### src/rtl/hadamard_frame_driver.sv
// Initiator side of the complex Hadamard engine: accepts a 4-lane sample group, fetches its
// twiddle group, pulses start, captures the result on done and streams it out, under a watchdog.
module hadamard_frame_driver #(
    parameter int expWidth    = 4,
    parameter int sigWidth    = 4,
    parameter int formatWidth = 1 + expWidth + sigWidth,
    parameter int NUM_GROUPS  = 4,
    parameter int TW_ADDR_W   = 2,
    parameter int TIMEOUT     = 32
) (
    input  logic                     clk,
    input  logic                     rst,
    input  logic                     in_valid,
    output logic                     in_ready,
    input  logic [formatWidth*4-1:0] in_real,
    input  logic [formatWidth*4-1:0] in_imag,
    output logic [TW_ADDR_W-1:0]     tw_addr,
    input  logic [formatWidth*4-1:0] tw_real,
    input  logic [formatWidth*4-1:0] tw_imag,
    output logic                     had_start,
    output logic [formatWidth*4-1:0] had_input_real,
    output logic [formatWidth*4-1:0] had_input_imag,
    output logic [formatWidth*4-1:0] had_twiddle_real,
    output logic [formatWidth*4-1:0] had_twiddle_imag,
    input  logic [formatWidth*4-1:0] had_output_real,
    input  logic [formatWidth*4-1:0] had_output_imag,
    input  logic                     had_done,
    output logic                     out_valid,
    input  logic                     out_ready,
    output logic [formatWidth*4-1:0] out_real,
    output logic [formatWidth*4-1:0] out_imag,
    output logic                     out_last,
    output logic                     err
);
    localparam int GW   = formatWidth * 4;
    localparam int WD_W = (TIMEOUT > 1) ? $clog2(TIMEOUT) : 1;
    localparam logic [TW_ADDR_W-1:0] LAST_GROUP = TW_ADDR_W'(NUM_GROUPS - 1);
    localparam logic [WD_W-1:0]      WD_LAST    = WD_W'(TIMEOUT - 1);

    typedef enum logic [2:0] {
        S_IDLE,
        S_FETCH,
        S_START,
        S_WAIT_DONE,
        S_OUTPUT
    } state_e;

    state_e                 state_q, state_d;
    logic [TW_ADDR_W-1:0]   group_q, group_d;
    logic [WD_W-1:0]        wd_q, wd_d;
    logic                   err_q, err_d;
    logic                   start_q, start_d;
    logic                   last_q, last_d;
    logic [GW-1:0]          in_re_q, in_re_d, in_im_q, in_im_d;
    logic [GW-1:0]          tw_re_q, tw_re_d, tw_im_q, tw_im_d;
    logic [GW-1:0]          out_re_q, out_re_d, out_im_q, out_im_d;

    logic accept, done_hit, wd_expired, out_fire;

    assign accept     = (state_q == S_IDLE) && in_valid;
    assign done_hit   = (state_q == S_WAIT_DONE) && had_done;
    // A done on the expiry cycle takes priority, so expiry requires the absence of done.
    assign wd_expired = (state_q == S_WAIT_DONE) && !had_done && (wd_q == WD_LAST);
    assign out_fire   = (state_q == S_OUTPUT) && out_ready;

    // NOTE: sequential state uses non-blocking assignments so every register samples pre-edge values.
    always_ff @(posedge clk) begin
        if (rst) state_q <= S_IDLE;
        else     state_q <= state_d;
    end

    // NOTE: every combinational output gets a default first, so no path can infer a latch.
    always_comb begin
        state_d = state_q;
        unique case (state_q)
            S_IDLE:      if (accept) state_d = S_FETCH;
            S_FETCH:     state_d = S_START;
            S_START:     state_d = S_WAIT_DONE;
            S_WAIT_DONE: begin
                if (done_hit)        state_d = S_OUTPUT;
                else if (wd_expired) state_d = S_IDLE;
            end
            S_OUTPUT:    if (out_fire) state_d = S_IDLE;
            default:     state_d = S_IDLE;
        endcase
    end

    always_comb begin
        in_ready  = (state_q == S_IDLE);
        out_valid = (state_q == S_OUTPUT);
    end

    always_comb begin
        group_d  = group_q;
        wd_d     = wd_q;
        err_d    = err_q;
        last_d   = last_q;
        in_re_d  = in_re_q;
        in_im_d  = in_im_q;
        tw_re_d  = tw_re_q;
        tw_im_d  = tw_im_q;
        out_re_d = out_re_q;
        out_im_d = out_im_q;
        start_d  = (state_q == S_FETCH);

        if (accept) begin
            in_re_d = in_real;
            in_im_d = in_imag;
        end
        if (state_q == S_FETCH) begin
            tw_re_d = tw_real;
            tw_im_d = tw_imag;
        end
        if (state_q == S_START) wd_d = '0;
        if ((state_q == S_WAIT_DONE) && !had_done && !wd_expired) wd_d = wd_q + 1'b1;
        if (done_hit) begin
            out_re_d = had_output_real;
            out_im_d = had_output_imag;
            last_d   = (group_q == LAST_GROUP);
        end
        if (wd_expired) begin
            err_d   = 1'b1;
            group_d = '0;
        end
        if (out_fire) group_d = (group_q == LAST_GROUP) ? '0 : group_q + 1'b1;
    end

    // NOTE: the operand and result registers are plain flops, so they take the reset like any other state.
    always_ff @(posedge clk) begin
        if (rst) begin
            group_q  <= '0;
            wd_q     <= '0;
            err_q    <= 1'b0;
            start_q  <= 1'b0;
            last_q   <= 1'b0;
            in_re_q  <= '0;
            in_im_q  <= '0;
            tw_re_q  <= '0;
            tw_im_q  <= '0;
            out_re_q <= '0;
            out_im_q <= '0;
        end else begin
            group_q  <= group_d;
            wd_q     <= wd_d;
            err_q    <= err_d;
            start_q  <= start_d;
            last_q   <= last_d;
            in_re_q  <= in_re_d;
            in_im_q  <= in_im_d;
            tw_re_q  <= tw_re_d;
            tw_im_q  <= tw_im_d;
            out_re_q <= out_re_d;
            out_im_q <= out_im_d;
        end
    end

    assign tw_addr          = group_q;
    assign had_start        = start_q;
    assign had_input_real   = in_re_q;
    assign had_input_imag   = in_im_q;
    assign had_twiddle_real = tw_re_q;
    assign had_twiddle_imag = tw_im_q;
    assign out_real         = out_re_q;
    assign out_imag         = out_im_q;
    assign out_last         = last_q;
    assign err              = err_q;

endmodule

### config.mk
export PLATFORM = sky130hd
export DESIGN_NAME = hadamard_frame_driver
export DESIGN_NICKNAME = d
export VERILOG_FILES = /design/src/rtl/hadamard_frame_driver.sv
export SDC_FILE = /design/constraint.sdc
export NUM_CORES = 1
export LEC_CHECK = 0
export BUFFER_PORTS_ARGS = -buffer_cell sky130_fd_sc_hd__clkbuf_2
export CAP_MARGIN = 5
export CORE_AREA = 2 2 171 173
export DETAILED_ROUTE_END_ITERATION = 10
export DIE_AREA = 0 0 173 175
export PLACE_DENSITY = 0.55
export SYNTH_ARGS = -nofsm -noshare
export SYNTH_HDL_FRONTEND = slang
export SYNTH_SLANG_ARGS = --single-unit
### constraint.sdc
create_clock -name clk -period 2.05 [get_ports clk]
set_input_delay 0 -clock clk [delete_from_list [all_inputs] [get_ports clk]]
set_output_delay 0 -clock clk [all_outputs]
set_load 0.005 [all_outputs]
==> flow_metrics.tcl <==
set metrics [dict create \
    synth.most_common_cell "nand2_1" \
    cap_violations 0 \
    dp_cells 1780 \
    drive_gt1_share_pct 43.3 \
    fillCellCount 2651 \
    path_clk_slew_ns 0.06 \
    root_buffer "clkbuf_16" \
    setup_tns_ns 0 \
    die_h_um 175 \
    placed_cell_area_sq_um 11300 \
    p_leak_uw 0.00618 \
    setup_slack_ns 0.243 \
    async_flop_share_pct 0 \
    synth_area_leaders "dfxtp_1 52%, nand2_1 13%, nand2_2 9.9%" \
    hp-class "primary input to register" \
    core.rowCount 62 \
    cp.required_ns 2.49 \
    io-pin-count 444 \
    grt_pass1_vias 9235 \
    regArea_sq_um 4580 \
    p_switching_uw 2850 \
    globalplace.congestion 0.808 \
    hold_viol_final 0 \
    ir_worst_vdd_mv 0.711 \
    crit_path_start_kind "register" \
    worstReg2RegStart "wd_q[0]$_SDFFE_PP0P_" \
    period_minus_slack_ns 1.81 \
    slowest_stage "dfxtp_1" \
    grt_pass1_wl_um 47000 \
    synth_edf_count 0 \
    path_class "register to register" \
    pre_cts_ws_ns 0.249 \
    r2r-end "wd_q[3]$_SDFFE_PP0P_" \
    grtUsageTotal_pct 18.6 \
    grt_max_degree 86 \
    multi_input_area_sq_um 3720 \
    synth.distinct_cells 40 \
    cts_resized 0 \
    design_area_sq_um 14400 \
    netlist_area_sq_um 8830 \
    crit_chain "ha_1 > and3_1 > ha_1 > or3_1 > or3_1 > a31oi_1" \
    finalClockSkew_ns 0.0132 \
    synth_common_cells "295 x nand2_1, 229 x dfxtp_1, 151 x a21oi_1, 140 x nand2_2, 70 x a21oi_2" \
    critical-path-max-stage-delay_ns 0.33 \
    synth_fp_nets 1236 \
    synthToLayoutAreaGrowth_pct 63.5 \
    rsz0062_at_grt "no" \
    core_sq_um 28400 \
    worstHoldStart "rst" \
    critPathMaxFanout 5 \
    regToRegSetupSlack_ns 0.24 \
    antenna_cells 0 \
    clkPwrFrac_pct 43.6 \
    yosysSeqAreaShare_pct 51.9 \
    layout.nets 1869 \
    via_per_inst 4.41 \
    wl_per_cell_um 14.5 \
    synth-main-ff-cell "dfxtp_1" \
    max_freq_mhz 553 \
    timing.slew.headroom_pct 46.4 \
    drc 0 \
    grt-ovfl-total 0 \
    setup_viol 0 \
    syn-instance-count 1012 \
    die_x_um 173 \
    intPower_uw 8640 \
    cp.arrival_ns 2.25 \
    cts_made_buffers 27 \
    combPwrFrac_pct 14.6 \
    reg2reg_depth 6 \
    drtPass1Iterations 6 \
    port_buffers 443 \
    max_slew.worst_pin.slew_ns 0.803 \
    maxSlewViolCount 0 \
    end_kind "register" \
    start_util_pct 31.1 \
    synth_top_area_cell "dfxtp_1" \
    cts.htree.levels 1 \
    yosysWarnings 0 \
    avgSynthCellArea_sq_um 8.72 \
    clock_latency_ns 0.53 \
    min_delay_path_depth 2 \
    synth_top_area_share_pct 51.9 \
    status "completed" \
    wl_um 29800 \
    dieArea_sq_um 30300 \
    clockBufferDepth 3 \
    power_uw 11500 \
    tritoncts "built" \
    ant_nets 0 \
    p_per_area_nw_per_um2 797 \
    num_vias 9026 \
    ys_ff_latch 229 \
    hpwl_um 19300 \
    post-route-period-util_pct 88.1 \
    min_to "out_real[32]$_SDFFE_PP0P_" \
    instances_no_fill 2048 \
    power.share.switching_pct 24.8 \
    cts_sinks 229 \
    antenna_found_initial 0 \
    pwr-share-seq_pct 41.8 \
    drtIter0Drc 499 \
]
==> worst max path at each step <==
stage | start | endpoint | slack [ns]
finish | wd_q[0]$_SDFFE_PP0P_ | wd_q[3]$_SDFFE_PP0P_ | 0.24
global route | state_q[2]$_SDFFE_PP0P_ | state_q[2]$_SDFFE_PP0P_ | 0.14
global placement | wd_q[0]$_SDFFE_PP0P_ | wd_q[3]$_SDFFE_PP0P_ | 0.25
floorplan | wd_q[0]$_SDFFE_PP0P_ | wd_q[3]$_SDFFE_PP0P_ | 0.35
CTS | wd_q[0]$_SDFFE_PP0P_ | wd_q[3]$_SDFFE_PP0P_ | 0.25
detailed placement | wd_q[0]$_SDFFE_PP0P_ | wd_q[3]$_SDFFE_PP0P_ | 0.25
==> area by class of cell <==
type                            count  area share, %
Multi-Input combinational cell    704           25.8
Clock buffer                       38           5.38
Timing Repair Buffer              681           32.6
Clock inverter                     10           1.09
Sequential cell                   229           31.8
Inverter                            2         0.0520
Tap cell                          384           3.33
==> layer usage <==
layer | GRT usage, % | vias up | wire length, um
met4 | 7.34 | 0 | 1010
met1 | 21.9 | 4067 | 12200
li1 | - | 4538 | -
met2 | 32.4 | 350 | 14300
met3 | 4.87 | 71 | 2190
met5 | 0 | - | 0
==> layout by cell type, fill, tap and decap left out, types with 5 or more instances in the layout <==
| cell | n |
|---|---|
| buf_4 | 7 |
| dlygate4sd3_1 | 220 |
| clkbuf_2 | 442 |
| buf_12 | 11 |
| nand2b_1 | 7 |
| clkbuf_1 | 5 |
| clkbuf_16 | 27 |
| a21oi_1 | 151 |
| nand2_1 | 295 |
| dfxtp_1 | 229 |
| nand2_2 | 140 |
| clkbuf_8 | 7 |
| a21oi_2 | 70 |
==> flip-flops by register name, summed over array words and instances, names as in the netlist <==
| register | count |
|---|---|
| err | 1 |
| had_input_imag | 36 |
| had_input_real | 36 |
| had_start | 1 |
| had_twiddle_imag | 36 |
| had_twiddle_real | 36 |
| out_imag | 36 |
| out_last | 1 |
| out_real | 36 |
| state_q | 3 |
| tw_addr | 2 |
| wd_q | 5 |
==> timing repair <==
item | CTS | global route
hold endpoints to repair | 226 | 0
buffers inserted | 0 | 0
hold buffers | 220 | 0
==> power by group through the flow <==
stage | logic (uW) | registers, uW | clock network [uW]
after floorplan | 768 | 4910 | 0
after global placement | 1330 | 4890 | 0
after detailed placement | 1330 | 4900 | 0
after CTS | 1680 | 4800 | 5160
after global routing | 1830 | 4830 | 5350
final | 1680 | 4810 | 5010
==> metrics by stage <==
step,hold WS (ns),util (%)
floorplan,0.127,-
global route,0.0891,50.8
finish,0.0696,50.8
CTS,0.0293,50.8
detailed placement,0.227,39.8
global placement,0.223,39.8
==> critical path, delay by kind of cell, from the launching register on <==
family,cells,cell delay [ns]
AND/OR/NAND/NOR,3,0.80
AO/OA/AOI/OAI,1,0.15
adder cells (fa/ha/maj),2,0.45
flip-flops,1,0.33
==> logic make-up after synthesis <==
kind of cell    after synthesis  share of synthesized area (%)
compound gates              236                           16.7
fa+ha+maj                     3                          0.425
buf+inv                      79                           6.11
flops                       229                           51.9
simple gates                465                           24.8
No activity file was read; power rests on OpenSTA's default activity.
